===== src/rtl/if_fetch_unit_if.sv =====
// Instruction-memory request/response bundle between the fetch unit
// and the instruction memory (master = fetch unit, slave = memory).
interface if_fetch_unit_if;
  logic        IMEM_Req;
  logic [31:0] IMEM_Addr;
  logic        IMEM_Ready;
  logic [31:0] IMEM_Data;

  modport master (
    output IMEM_Req,
    output IMEM_Addr,
    input  IMEM_Ready,
    input  IMEM_Data
  );

  modport slave (
    input  IMEM_Req,
    input  IMEM_Addr,
    output IMEM_Ready,
    output IMEM_Data
  );
endinterface


===== src/rtl/if_fetch_unit.sv =====
// IF-stage fetch engine: owns the PC, issues instruction-memory
// requests, absorbs IF stalls in a 1-entry skid and drops wrong-path words.
module if_fetch_unit #(
  parameter logic [31:0] RESET_PC = 32'd0,
  parameter int          TIMEOUT  = 16
) (
  input  logic           CLK,
  input  logic           RESET,
  input  logic           PCWrite,
  input  logic           Branch,
  input  logic [1:0]     Jump,
  input  logic [31:0]    BTB_Addr,
  input  logic [31:0]    Jump_Addr,
  input  logic [31:0]    JR_Addr,
  if_fetch_unit_if.master imem,
  output logic [31:0]    IF_Instruction,
  output logic [31:0]    IF_PC_4,
  output logic           IF_Valid,
  output logic           Fetch_Err
);

  localparam int CW = $clog2(TIMEOUT + 1);
  localparam logic [CW-1:0] TMAX = CW'(TIMEOUT);

  localparam logic [1:0] IDLE  = 2'd0;
  localparam logic [1:0] FETCH = 2'd1;
  localparam logic [1:0] DROP  = 2'd2;
  localparam logic [1:0] HOLD  = 2'd3;

  logic [1:0]    state_q, state_d;
  logic [31:0]   pc_q, pc_d;
  logic [31:0]   drop_q, drop_d;
  logic [31:0]   skid_q, skid_d;
  logic [CW-1:0] wcnt_q, wcnt_d;
  logic          err_q, err_d;

  logic          req;
  logic          accept;
  logic          redirect;
  logic [31:0]   target;
  logic [31:0]   pc_4;
  logic [31:0]   next_pc;

  // Redirect decode: JR beats J/JAL beats a taken branch; stalls gate it.
  always_comb begin
    target = BTB_Addr;
    unique case (1'b1)
      (Jump == 2'b10): target = JR_Addr;
      (Jump == 2'b01): target = Jump_Addr;
      default:         target = BTB_Addr;
    endcase
    redirect = PCWrite &
               (Branch | (Jump == 2'b01) | (Jump == 2'b10));
    pc_4     = pc_q + 32'd4;
    next_pc  = redirect ? target : pc_4;
  end

  // Request port and presented-instruction outputs.
  always_comb begin
    req            = (state_q == FETCH) | (state_q == DROP);
    accept         = (state_q == FETCH) & imem.IMEM_Ready;
    imem.IMEM_Req  = req;
    imem.IMEM_Addr = (state_q == DROP) ? drop_q : pc_q;
    IF_PC_4        = pc_4;
    IF_Valid       = accept | (state_q == HOLD);
    IF_Instruction = 32'd0;
    if (accept)
      IF_Instruction = imem.IMEM_Data;
    else if (state_q == HOLD)
      IF_Instruction = skid_q;
    Fetch_Err      = err_q;
  end

  // Next-state logic for PC, FSM, skid and wrong-path address.
  always_comb begin
    state_d = state_q;
    pc_d    = pc_q;
    drop_d  = drop_q;
    skid_d  = skid_q;
    unique case (state_q)
      IDLE: state_d = FETCH;
      FETCH: begin
        if (accept) begin
          if (PCWrite) begin
            pc_d = next_pc;
          end else begin
            skid_d  = imem.IMEM_Data;
            state_d = HOLD;
          end
        end else if (redirect) begin
          drop_d  = pc_q;
          pc_d    = target;
          state_d = DROP;
        end
      end
      DROP: begin
        if (redirect)
          pc_d = target;
        if (imem.IMEM_Ready)
          state_d = FETCH;
      end
      HOLD: begin
        if (PCWrite) begin
          pc_d    = next_pc;
          state_d = FETCH;
        end
      end
      default: state_d = IDLE;
    endcase
  end

  // Wait-cycle counter over any outstanding request; sticky error flag.
  always_comb begin
    wcnt_d = wcnt_q;
    err_d  = err_q;
    if (req) begin
      if (imem.IMEM_Ready)
        wcnt_d = '0;
      else if (wcnt_q != TMAX)
        wcnt_d = wcnt_q + 1'b1;
    end
    if (wcnt_d == TMAX)
      err_d = 1'b1;
  end

  // State registers.
  always_ff @(posedge CLK or negedge RESET) begin
    if (!RESET) begin
      state_q <= IDLE;
      pc_q    <= RESET_PC;
      drop_q  <= 32'd0;
      skid_q  <= 32'd0;
      wcnt_q  <= '0;
      err_q   <= 1'b0;
    end else begin
      state_q <= state_d;
      pc_q    <= pc_d;
      drop_q  <= drop_d;
      skid_q  <= skid_d;
      wcnt_q  <= wcnt_d;
      err_q   <= err_d;
    end
  end

endmodule

===== src/flat_wrapper.sv =====
// flat-port wrapper written by rule: the top's interface ports become plain ports
module if_fetch_unit_flat 
#(
  parameter logic [31:0] RESET_PC = 32'd0,
  parameter int          TIMEOUT  = 16
)
  (CLK, RESET, PCWrite, Branch, Jump, BTB_Addr, Jump_Addr, JR_Addr, IF_Instruction, IF_PC_4, IF_Valid, Fetch_Err, imem_IMEM_Req, imem_IMEM_Addr, imem_IMEM_Ready, imem_IMEM_Data);
  if_fetch_unit_if imem_i ();
  input  logic CLK;
  input  logic RESET;
  input  logic PCWrite;
  input  logic Branch;
  input  logic [1:0] Jump;
  input  logic [31:0] BTB_Addr;
  input  logic [31:0] Jump_Addr;
  input  logic [31:0] JR_Addr;
  output logic [31:0] IF_Instruction;
  output logic [31:0] IF_PC_4;
  output logic IF_Valid;
  output logic Fetch_Err;
  output wire logic [$bits(imem_i.IMEM_Req)-1:0] imem_IMEM_Req;
  output wire logic [$bits(imem_i.IMEM_Addr)-1:0] imem_IMEM_Addr;
  input wire logic [$bits(imem_i.IMEM_Ready)-1:0] imem_IMEM_Ready;
  input wire logic [$bits(imem_i.IMEM_Data)-1:0] imem_IMEM_Data;
  assign imem_IMEM_Req = imem_i.IMEM_Req;
  assign imem_IMEM_Addr = imem_i.IMEM_Addr;
  assign imem_i.IMEM_Ready = imem_IMEM_Ready;
  assign imem_i.IMEM_Data = imem_IMEM_Data;
  if_fetch_unit #(.RESET_PC(RESET_PC), .TIMEOUT(TIMEOUT)) u_core (.CLK(CLK), .RESET(RESET), .PCWrite(PCWrite), .Branch(Branch), .Jump(Jump), .BTB_Addr(BTB_Addr), .Jump_Addr(Jump_Addr), .JR_Addr(JR_Addr), .imem(imem_i), .IF_Instruction(IF_Instruction), .IF_PC_4(IF_PC_4), .IF_Valid(IF_Valid), .Fetch_Err(Fetch_Err));
endmodule

===== config.mk =====
export PLATFORM = sky130hd
export DESIGN_NAME = if_fetch_unit_flat
export DESIGN_NICKNAME = d
export VERILOG_FILES = /design/src/rtl/if_fetch_unit_if.sv /design/src/rtl/if_fetch_unit.sv /design/src/flat_wrapper.sv
export SDC_FILE = /design/constraint.sdc
export NUM_CORES = 1
export LEC_CHECK = 0
export CAP_MARGIN = 20
export CORE_UTILIZATION = 50
export DETAILED_ROUTE_END_ITERATION = 8
export PLACE_DENSITY = 0.9
export SYNTH_ARGS = -nofsm -noshare
export SYNTH_HDL_FRONTEND = slang
export SYNTH_SLANG_ARGS = --single-unit
export TNS_END_PERCENT = 100

===== constraint.sdc =====
create_clock -name CLK -period 3.95 [get_ports CLK]
set_input_delay 0.79 -clock CLK [delete_from_list [all_inputs] [get_ports CLK]]
set_output_delay 0.79 -clock CLK [all_outputs]
set_load 0.02 [all_outputs]

# [Yosys cells after proc, flatten, opt, wreduce, memory -nomap -nowiden]
# Cells that the tools add are included.
[totals] reg_bits=104 in_bits=135 word_cells=50
[classes] addsub=2 eq_ne=11 muxes=18 n_bitwise=8 reduce_logical=5
[op_table] op="$mux 32" count=7
[op_table] op="$pmux 32 s3" count=1
[op_table] op="$pmux 32 s2" count=1
[op_table] op="$add 32x3->32 const B" count=1
[op_table] op="$mux 5" count=3
[op_table] op="$mux 2" count=5
[op_table] op="$pmux 2 s4" count=1
[op_table] op="$eq 2x2->1 const B" count=3
[op_table] op="$reduce_and 3->1" count=2
[op_table] op="$add 5x1->5 const B" count=1
[op_table] op="$eq 5x5->1 const B" count=1
[op_table] op="$ne 5x5->1 const B" count=1
[op_table] op="$eq 2x1->1 const B" count=2
[op_table] op="$ne 2x2->1 const B" count=2
[op_table] op="$or 1x1->1" count=4
[op_table] op="$reduce_and 4->1" count=1
[op_table] op="$ne 3x1->1 const B" count=1
[op_table] op="$ne 3x3->1 const B" count=1
[op_table] op="$reduce_bool 3->1" count=1
[op_table] op="$and 1x1->1" count=2
[op_table] op="$logic_not 2->1" count=1
[op_table] op="$not 1->1" count=2

# [Depth between registers and ports, before layout]
# Gate-level depths: netlist (run 1).
[depth] word_depth=8 depth_mapped=10 mapped_depth_nobuf=6

# [Worst setup path before layout (run 1)]
# OpenSTA, ideal clock, no wires.
[synth_path] kind="register to output" start="register u_core.pc_q[2]" end="output IF_PC_4[28]" arrival_time_ns=2.083 required_ns=3.160 path_slack_ns=1.077 stages_incl_launch_ff=7 path_buffers=1 path_cell_list="dfrtp_1 > ha_1 > nand3_2 > or4_4 > buf_6 > nor3_1 > xor2_1"
[synth_between] elab_chain_cells=1
[synth_rtl] element="start, declared" line="if_fetch_unit.sv:31" rtl="logic [31:0] pc_q, pc_d;"
[synth_rtl] element="start signal, assigned" line="if_fetch_unit.sv:137" rtl="pc_q <= pc_d;"
[synth_rtl] element="$add 32x3->32" line="if_fetch_unit.sv:54" rtl="pc_4 = pc_q + 32'd4;"
[synth_rtl] element="end, declared" line="flat_wrapper.sv:18" rtl="output logic [31:0] IF_PC_4;"
# No other way between the ends.

# [Final worst setup path (run 1)]
[layout_path] start="register u_core.pc_q[3]" end="output IF_PC_4[26]"
# Same word-level chain as after synthesis.

==> results of run 1 <==
final timing paths:
path	endpoint	slack (ns)	cells after the start
max	IF_PC_4[26]	0.11	6
min	u_core.drop_q[28]	0.43	2
max reg2reg	u_core.pc_q[14]	1.25	7
min reg2reg	u_core.Fetch_Err	0.48	2
max in group asynchronous	u_core.pc_q[3]	2.98	2
min in group CLK	u_core.Fetch_Err	0.48	2
through the flow:
stage	total power [uW]	setup slack [ns]	std cells	cell area, sq um	utilization [%]
floorplan	4110	1.08	749	6870	-
global placement	5580	0.459	1105	9310	69.8
detailed placement	5680	0.344	1105	9310	69.8
CTS	6630	0.00823	1121	9620	72.1
global route	7010	0.0230	1121	9630	72.1
finish	6650	0.114	1121	9630	72.1
power by group through the flow:
stage | Sequential [uW] | Clock, uW | Combinational [uW]
CTS | 2040 | 941 | 3660
global placement | 2010 | 0 | 3560
floorplan | 1780 | 0 | 2330
detailed placement | 2050 | 0 | 3630
finish | 2060 | 931 | 3660
global route | 2140 | 976 | 3890
logic make-up (layout without fill, tap and decap cells):
group	Yosys count	after routing	share of synthesized area (%)
AOI/OAI and AO/OA	183	183	18.6
xor gates and xnor gates	30	30	3.82
muxes	90	90	14.7
and+or+nand+nor	235	235	17.4
DFF	104	104	37.9
adders and majority gates	9	9	1.64
buffers and inverters	98	294	5.97
synthesized netlist by cell type (all sizes together) (12+ instances only):
cell and n:
nor3 17, clkbuf 48, mux2 89, o21ai 67
inv 21, buf 28, nor2 20, or4 14
nand3 29, a221o 13, a22oi 25, xnor2 18
dfrtp 104, xor2 12, nand2 104
flip-flops by register name (all words and copies together), names as in the netlist:
register	count
u_core.wcnt_q	5
u_core.drop_q	32
u_core.pc_q	32
u_core.Fetch_Err	1
u_core.skid_q	32
u_core.state_q	2
area by class of cell:
type	instances	area, sq um
well taps	176	220
multi-input cells	547	3880
flip-flops and latches	104	2610
clock inverters	6	67.6
clock buffers	10	239
inverters	22	82.6
fillers	965	3720
repair buffers	256	2530
per-layer routing:
layer	GRT usage, %	share of wire (%)
met2	49.6	47
met4	15.0	4.3
met5	0	0
met3	9.67	11
met1	37.9	39
worst max-delay path, cell delays in order (launching register included):
cell and delay (ns):
dfrtp_2 0.43, ha_2 0.28, and3_1 0.26, nand3_2 0.25
or4_1 0.62, xnor2_1 0.19, clkdlybuf4s50_1 0.66
timing repair:
| action | in CTS | in global routing |
|---|---|---|
| buffers inserted | 0 | 0 |
| setup endpoints to repair | 1 | 6 |
| gates resized for setup | 1 | 4 |
==> reports/metrics.yaml, run 1 <==
status:
  status: "complete, no violations"
layout:
  fin_nets: 1084
  final_common_cell: "clkdlybuf4s50_1"
  final_layout_size_suffix_gt1_share_pct: 15.3
  syn2layout_area_growth_pct: 40.1
  num_antenna_cells: 0
  final_cell_mix: "231 x clkdlybuf4s50_1, 104 x nand2_1, 102 x dfrtp_1"
worst_setup_path:
  worstPathArrival_ns: 3.05
  critPathKind: "reg -> out"
  path_max_fanout: 9
  crit_start: "u_core.pc_q[3]"
  setup.worst_path.start_class: "flop"
  end_kind: "output pin"
  cp_data_required_time_ns: 3.16
  r2r_start: "u_core.state_q[0]"
timing:
  whs_ns: 0.434
  setup-tns-final_ns: 0
  max_slew_margin_pct: 21.0
  worst_pin_slew_ns: 1.18
  finalCritPeriodShare_pct: 97.1
  finClkSkew_ns: 0.00832
  layout_min_cycle_time_ns: 3.84
  fmax_mhz: 261
  finalMaxSlewViolations: 0
  setup_viol_count_final: 0
  hold_viol: 0
  rsz0062_at_grt: "false"
synth:
  ys_seq_area_share_pct: 37.9
  synth_top_area_share_pct: 37.9
  synth_nets: 893
  avgSynthCellArea_sq_um: 9.18
  synthArstFlopShare_pct: 100
  ys_seq_elements: 104
  yosys-top-cells-area: "dfrtp_1 38%, mux2_2 15%, nand2_1 5.7%"
  yosysTopAreaCell: "dfrtp_1"
  ys_warn_count: 0
  synthFlopType: "dfrtp_1"
  netlist_area_sq_mm: 0.00687
  ys_types: 71
  synth-edff-count: 0
  netlist_instances: 749
floorplan:
  rows: 42
  ioPinCount: 234
  die_x_um: 119
  die_area_sq_mm: 0.0142
  start_util_pct: 51.5
  die_h_um: 119
  core_sq_mm: 0.0133
global_route:
  track_usage_pct: 31.0
  grt_max_degree: 105
  antenna_found_initial: 0
  grt_pass1_vias: 6727
  grt_pass1_wl_um: 34700
  globalRouteOverflowTotal: 0
cts:
  cts_made_buffers: 9
  cts.clk_slew.worst_paths_ns: 0.07
  clk_latency_ns: 0.36
  clkSinkCount: 104
  clock_path_buffers: 2
  cts-htree-levels: 3
  cts_hold_buf: 0
  cts_root_buf: "clkbuf_16"
  cts_tree: "yes"
routing:
  num_vias: 6865
  via_per_inst: 6.12
  drc: 0
  first_pass_iters: 5
  first_iter_violations: 644
  routedWlPerCell_um: 19.6
  wl_um: 21900
  ant_nets: 0
power:
  netSwitchingFraction_pct: 41.9
  comb_power_share_pct: 55.0
  powerDensity_mw_per_mm2: 691
  clockPowerShare_pct: 14.0
  p_int_uw: 3860
  power.leakage_uw: 0.00387
  power_switching_uw: 2780
  ir_drop_mv: 0.612
  pwr-share-seq_pct: 30.9
place:
  gp_congestion: 0.930
  dpl.hpwl_um: 15800
  io_buffers: 233
hold_path:
  hold_class: "in -> async"
job:
  cap_violations: 0
Note: power is estimated with default switching activity, not from simulation.
==> run 2: changes to the inputs <==
--- a/config.mk
+++ b/config.mk
@@ -8,7 +8,8 @@
 export CAP_MARGIN = 20
 export CORE_UTILIZATION = 50
 export DETAILED_ROUTE_END_ITERATION = 8
-export PLACE_DENSITY = 0.9
+export GPL_TIMING_DRIVEN = 0
+export PLACE_DENSITY = 0.95
 export SYNTH_ARGS = -nofsm -noshare
 export SYNTH_HDL_FRONTEND = slang
 export SYNTH_SLANG_ARGS = --single-unit
==> reports/metrics.yaml, run 2 (synthesis gave the netlist of run 1 again) <==
worst_setup_path:
  critPathSlowestCell: "clkdlybuf4s50_1"
  critPathBufInv: 2
  path_max_fanout: 10
  worstPathArrival_ns: 3.05
  critPathKind: "reg -> out"
  end_kind: "output pin"
  cp_data_required_time_ns: 3.16
  slowest_delay_ns: 0.62
  path_cells: "ha_2 > nand3_2 > or4_4 > buf_6 > nor3_1 > xor2_1 > clkdlybuf4s50_1"
  setup.worst_path.start_class: "flop"
  critical_path.top_delay_family: "simple AND/OR/NAND/NOR gates"
floorplan:
  start_util_pct: 51.5
  core_sq_mm: 0.0133
  ioPinCount: 234
  die_h_um: 119
  die_x_um: 119
  die_area_sq_mm: 0.0142
  rows: 42
timing:
  rsz0062_at_grt: "false"
  finalCritPeriodShare_pct: 97.2
  finalMaxSlewViolations: 0
  fmax_mhz: 261
  setup-tns-final_ns: 0
  max_slew_margin_pct: 34.9
  hold_viol: 0
  worst_pin_slew_ns: 0.977
  finClkSkew_ns: 0.00554
  setup_viol_count_final: 0
  layout_min_cycle_time_ns: 3.84
place:
  io_buffers: 233
  placed_area_sq_mm: 0.00945
  dp.cells: 1159
  dpl.hpwl_um: 17700
  gp_congestion: 1.00
routing:
  ant_nets: 0
  wl_um: 24000
  drc: 0
  first_iter_violations: 775
  first_pass_iters: 5
  routedWlPerCell_um: 20.4
  via_per_inst: 6.13
  num_vias: 7191
global_route:
  grt_max_degree: 62
  grt_pass1_vias: 7172
  globalRouteOverflowTotal: 0
  grt_pass1_wl_um: 37100
  track_usage_pct: 33.8
  antenna_found_initial: 0
power:
  comb_power_share_pct: 57.6
  clockPowerShare_pct: 14.9
  power.leakage_uw: 0.00396
  powerDensity_mw_per_mm2: 702
  pwr-share-seq_pct: 27.5
  power_switching_uw: 2870
  ir_drop_mv: 0.493
  netSwitchingFraction_pct: 41.7
  p_int_uw: 4010
cts:
  clk_latency_ns: 0.36
  cts_tree: "yes"
  clock_path_buffers: 2
  cts_made_buffers: 9
  clkSinkCount: 104
  cts_hold_buf: 0
  cts_root_buf: "clkbuf_16"
  cts-htree-levels: 3
  cts.clk_slew.worst_paths_ns: 0.07
layout:
  final_util_pct: 73.4
  final_layout_size_suffix_gt1_share_pct: 14.2
  reg_top3: "u_core.drop_q: 32 flops, u_core.pc_q: 32 flops, u_core.skid_q: 32 flops"
  post-route-cell-area_sq_mm: 0.00980
  final_cells: 1174
  num_antenna_cells: 0
  fin_nets: 1137
  syn2layout_area_growth_pct: 42.6
  final_common_cell: "clkdlybuf4s50_1"
  final_cell_mix: "230 x clkdlybuf4s50_1, 104 x nand2_1, 102 x dfrtp_1"
status:
  status: "complete, no violations"
hold_path:
  hold_class: "reg -> reg"
job:
  cap_violations: 0
==> run 2: metrics by stage <==
| stage | hold slack (ns) | total power, uW | setup slack [ns] |
|---|---|---|---|
| floorplan | 0.475 | 4110 | 1.08 |
| global placement | 0.449 | 5650 | -1.87 |
| detailed placement | 0.463 | 5790 | 0.107 |
| CTS | 0.483 | 6840 | 0.0321 |
| global route | 0.515 | 7210 | 0.00117 |
| finish | 0.477 | 6880 | 0.113 |
==> run 2: routing by layer <==
layer  global-route usage, %  vias up  part of all wire, %  wire length (um)
met5                       0        -                    0                 0
met1                    40.2     3374                   38              9050
met2                    55.2      478                   47             11200
li1                        -     3251                    -                 -
met3                    8.57       88                   11              2570
met4                    19.4        0                  4.7              1120
==> run 2: final cells by class <==
cell class	count	area, sq um
Sequential cell	104	2610
Inverter	22	82.6
Timing Repair Buffer	234	2360
Clock buffer	10	229
Clock inverter	6	108
Multi-Input combinational cell	547	3860
Buffer	75	329
Tap cell	176	220
Fill cell	992	3550
==> run 2: path summary, 6_finish.rpt <==
kind | end | cells past startpoint | slack (ns) | start
min in group asynchronous | u_core.drop_q[23] | 1 | 0.52 | RESET
worst min-delay path | u_core.Fetch_Err | 2 | 0.48 | u_core.Fetch_Err
worst max register to register | u_core.pc_q[16] | 7 | 1.08 | u_core.state_q[0]
max in group asynchronous | u_core.skid_q[27] | 2 | 2.73 | RESET
worst min register to register | u_core.Fetch_Err | 2 | 0.48 | u_core.Fetch_Err
worst max-delay path | IF_PC_4[28] | 7 | 0.11 | u_core.pc_q[3]
==> run 2: worst min-delay path, stage by stage (launching register included) <==
cell and delay [ns]:
dfrtp_1 0.35, inv_1 0.04, o41ai_1 0.06
==> run 2: power groups by stage <==
stage | clock network, uW | registers, uW | logic, uW
after global routing | 1080 | 1930 | 4200
after CTS | 1040 | 1870 | 3930
after detailed placement | 0 | 1890 | 3900
after floorplan | 0 | 1780 | 2330
after global placement | 0 | 1840 | 3800
final | 1030 | 1890 | 3960
==> run 2: what timing repair did <==
item	in CTS	in global routing
pin swaps	0	0
resized for setup	2	10
endpoints found under the setup margin	2	22
setup buffers	0	0
==> run 3: changes to the inputs <==
--- a/config.mk
+++ b/config.mk
@@ -9,7 +9,8 @@
 export CORE_UTILIZATION = 50
 export DETAILED_ROUTE_END_ITERATION = 8
 export GPL_TIMING_DRIVEN = 0
-export PLACE_DENSITY = 0.95
+export PLACE_DENSITY = 0.89
+export REMOVE_ABC_BUFFERS = 1
 export SYNTH_ARGS = -nofsm -noshare
 export SYNTH_HDL_FRONTEND = slang
 export SYNTH_SLANG_ARGS = --single-unit
==> reports/metrics.yaml, run 3 (synthesis gave the netlist of run 1 again) <==
status:
  status: "complete, no violations"
floorplan:
  ioPinCount: 234
  die_h_um: 119
  rows: 42
  die_x_um: 119
  start_util_pct: 51.5
  die_area_sq_mm: 0.0142
  core_sq_mm: 0.0133
worst_setup_path:
  path_max_fanout: 12
  crit_start: "u_core.pc_q[2]"
  end_kind: "output pin"
  setup.worst_path.start_class: "flop"
  cp_data_required_time_ns: 3.16
  r2r_start: "u_core.state_q[0]"
  worstPathArrival_ns: 3.04
  critPathKind: "reg -> out"
layout:
  fin_nets: 1076
  final_common_cell: "clkdlybuf4s50_1"
  reg_top3: "u_core.drop_q: 32 flops, u_core.pc_q: 32 flops, u_core.skid_q: 32 flops"
  final_cell_mix: "230 x clkdlybuf4s50_1, 104 x nand2_1, 104 x dfrtp_1"
  multi_input_area_sq_mm: 0.00391
  num_antenna_cells: 0
  final_cells: 1113
  seqCellArea_sq_mm: 0.00260
  syn2layout_area_growth_pct: 40.7
  num-fill-cells: 965
  final_layout_size_suffix_gt1_share_pct: 14.6
routing:
  via_per_inst: 6.07
  ant_nets: 0
  drc: 0
  first_pass_iters: 5
  first_iter_violations: 499
  num_vias: 6760
  wl_um: 21200
  routedWlPerCell_um: 19.1
timing:
  rsz0062_at_grt: "false"
  fmax_mhz: 261
  worst_pin_slew_ns: 0.925
  finClkSkew_ns: 0.00635
  layout_min_cycle_time_ns: 3.83
  whs_ns: 0.425
  hold_viol: 0
  finalMaxSlewViolations: 0
  setup_viol_count_final: 0
  final.setup.worst_slack_ns: 0.120
  max_slew_margin_pct: 38.3
  finalCritPeriodShare_pct: 97.0
global_route:
  globalRouteOverflowTotal: 0
  grt_max_degree: 66
  grt_pass1_vias: 6532
  grt_pass1_wl_um: 33900
  track_usage_pct: 30.3
  antenna_found_initial: 0
power:
  power_switching_uw: 2740
  netSwitchingFraction_pct: 41.6
  p_int_uw: 3840
  comb_power_share_pct: 55.7
  ir_drop_mv: 0.345
  powerDensity_mw_per_mm2: 681
  clockPowerShare_pct: 13.2
  pwr-share-seq_pct: 31.0
  power.leakage_uw: 0.00388
cts:
  cts_made_buffers: 9
  cts_tree: "yes"
  clock_path_buffers: 2
  post_cts_buffers: 0
  clkSinkCount: 104
  cts.clk_slew.worst_paths_ns: 0.07
  cts_root_buf: "clkbuf_16"
  cts-htree-levels: 3
  cts_hold_buf: 0
  clk_latency_ns: 0.35
place:
  io_buffers: 233
  gp_congestion: 0.874
  preCtsSetupSlack_ns: -0.178
  dp.cells: 1096
  dpl.hpwl_um: 15500
hold_path:
  hold_class: "in -> async"
job:
  cap_violations: 0
## run 3: cell count changes in the layout (fill, tap and decap cells not counted), moves of 2 or more
| cell | change |
|---|---|
| dfrtp_1 | +2 |
| buf_6 | +3 |
| clkbuf_2 | -5 |
| buf_8 | +2 |
| buf_2 | -15 |
| buf_1 | -8 |
| clkbuf_8 | +3 |
| buf_16 | +4 |
| bufinv_16 | -3 |
| dfrtp_2 | -2 |
| clkbuf_1 | -42 |
## run 3: routing by layer
layer | vias up | global-route usage [%] | share of wire, %
met1 | 3250 | 37.7 | 40
met5 | - | 0 | 0
met2 | 349 | 50.6 | 49
li1 | 3117 | - | -
met4 | 0 | 13.4 | 2.9
met3 | 44 | 6.51 | 8.2
## run 3: cell type report
class	instances	area share (%)
Timing Repair Buffer	247	26.6
Clock buffer	13	2.80
Clock inverter	3	0.155
Inverter	22	0.854
Sequential cell	104	26.9
Multi-Input combinational cell	548	40.4
Tap cell	176	2.28
## run 3: stage by stage
| step | setup TNS [ns] | total power (uW) | utilization (%) | instance area, sq um |
|---|---|---|---|---|
| after floorplan | -33.29 | 3990 | - | 6550 |
| after global placement | -394.07 | 5500 | 68.2 | 9100 |
| after detailed placement | -3.53 | 5670 | 70.1 | 9350 |
| after CTS | 0 | 6560 | 72.2 | 9640 |
| after global routing | 0 | 6960 | 72.4 | 9670 |
| final | 0 | 6580 | 72.4 | 9670 |
## run 3: power groups by stage
| stage | Clock [uW] | Combinational, uW | Sequential [uW] |
|---|---|---|---|
| after global placement | 0 | 3500 | 2000 |
| after global routing | 926 | 3910 | 2120 |
| final | 871 | 3670 | 2040 |
| after CTS | 889 | 3650 | 2020 |
| after floorplan | 0 | 2080 | 1910 |
| after detailed placement | 0 | 3630 | 2040 |
## run 3: worst paths after layout
kind	to	slack, ns	cells after the start
worst min register to register	u_core.Fetch_Err	0.47	2
min in group CLK	u_core.Fetch_Err	0.47	2
max in group asynchronous	u_core.pc_q[31]	2.81	2
worst max register to register	u_core.pc_q[16]	0.97	7
worst min-delay path	u_core.skid_q[8]	0.43	1
worst max-delay path	IF_PC_4[28]	0.12	6
## run 3: timing repair
item | CTS | global route
gates cloned | 0 | 1
setup endpoints to repair | 32 | 16
pin swaps | 0 | 1
resized for setup | 1 | 6
## run 3: worst max-delay path, cell delays in order, from the launching register on
cell and delay [ns]:
dfrtp_1 0.46, ha_2 0.27, nand3_2 0.20, or4_4 0.68, nor3_1 0.26, xor2_1 0.17, clkdlybuf4s50_1 0.64
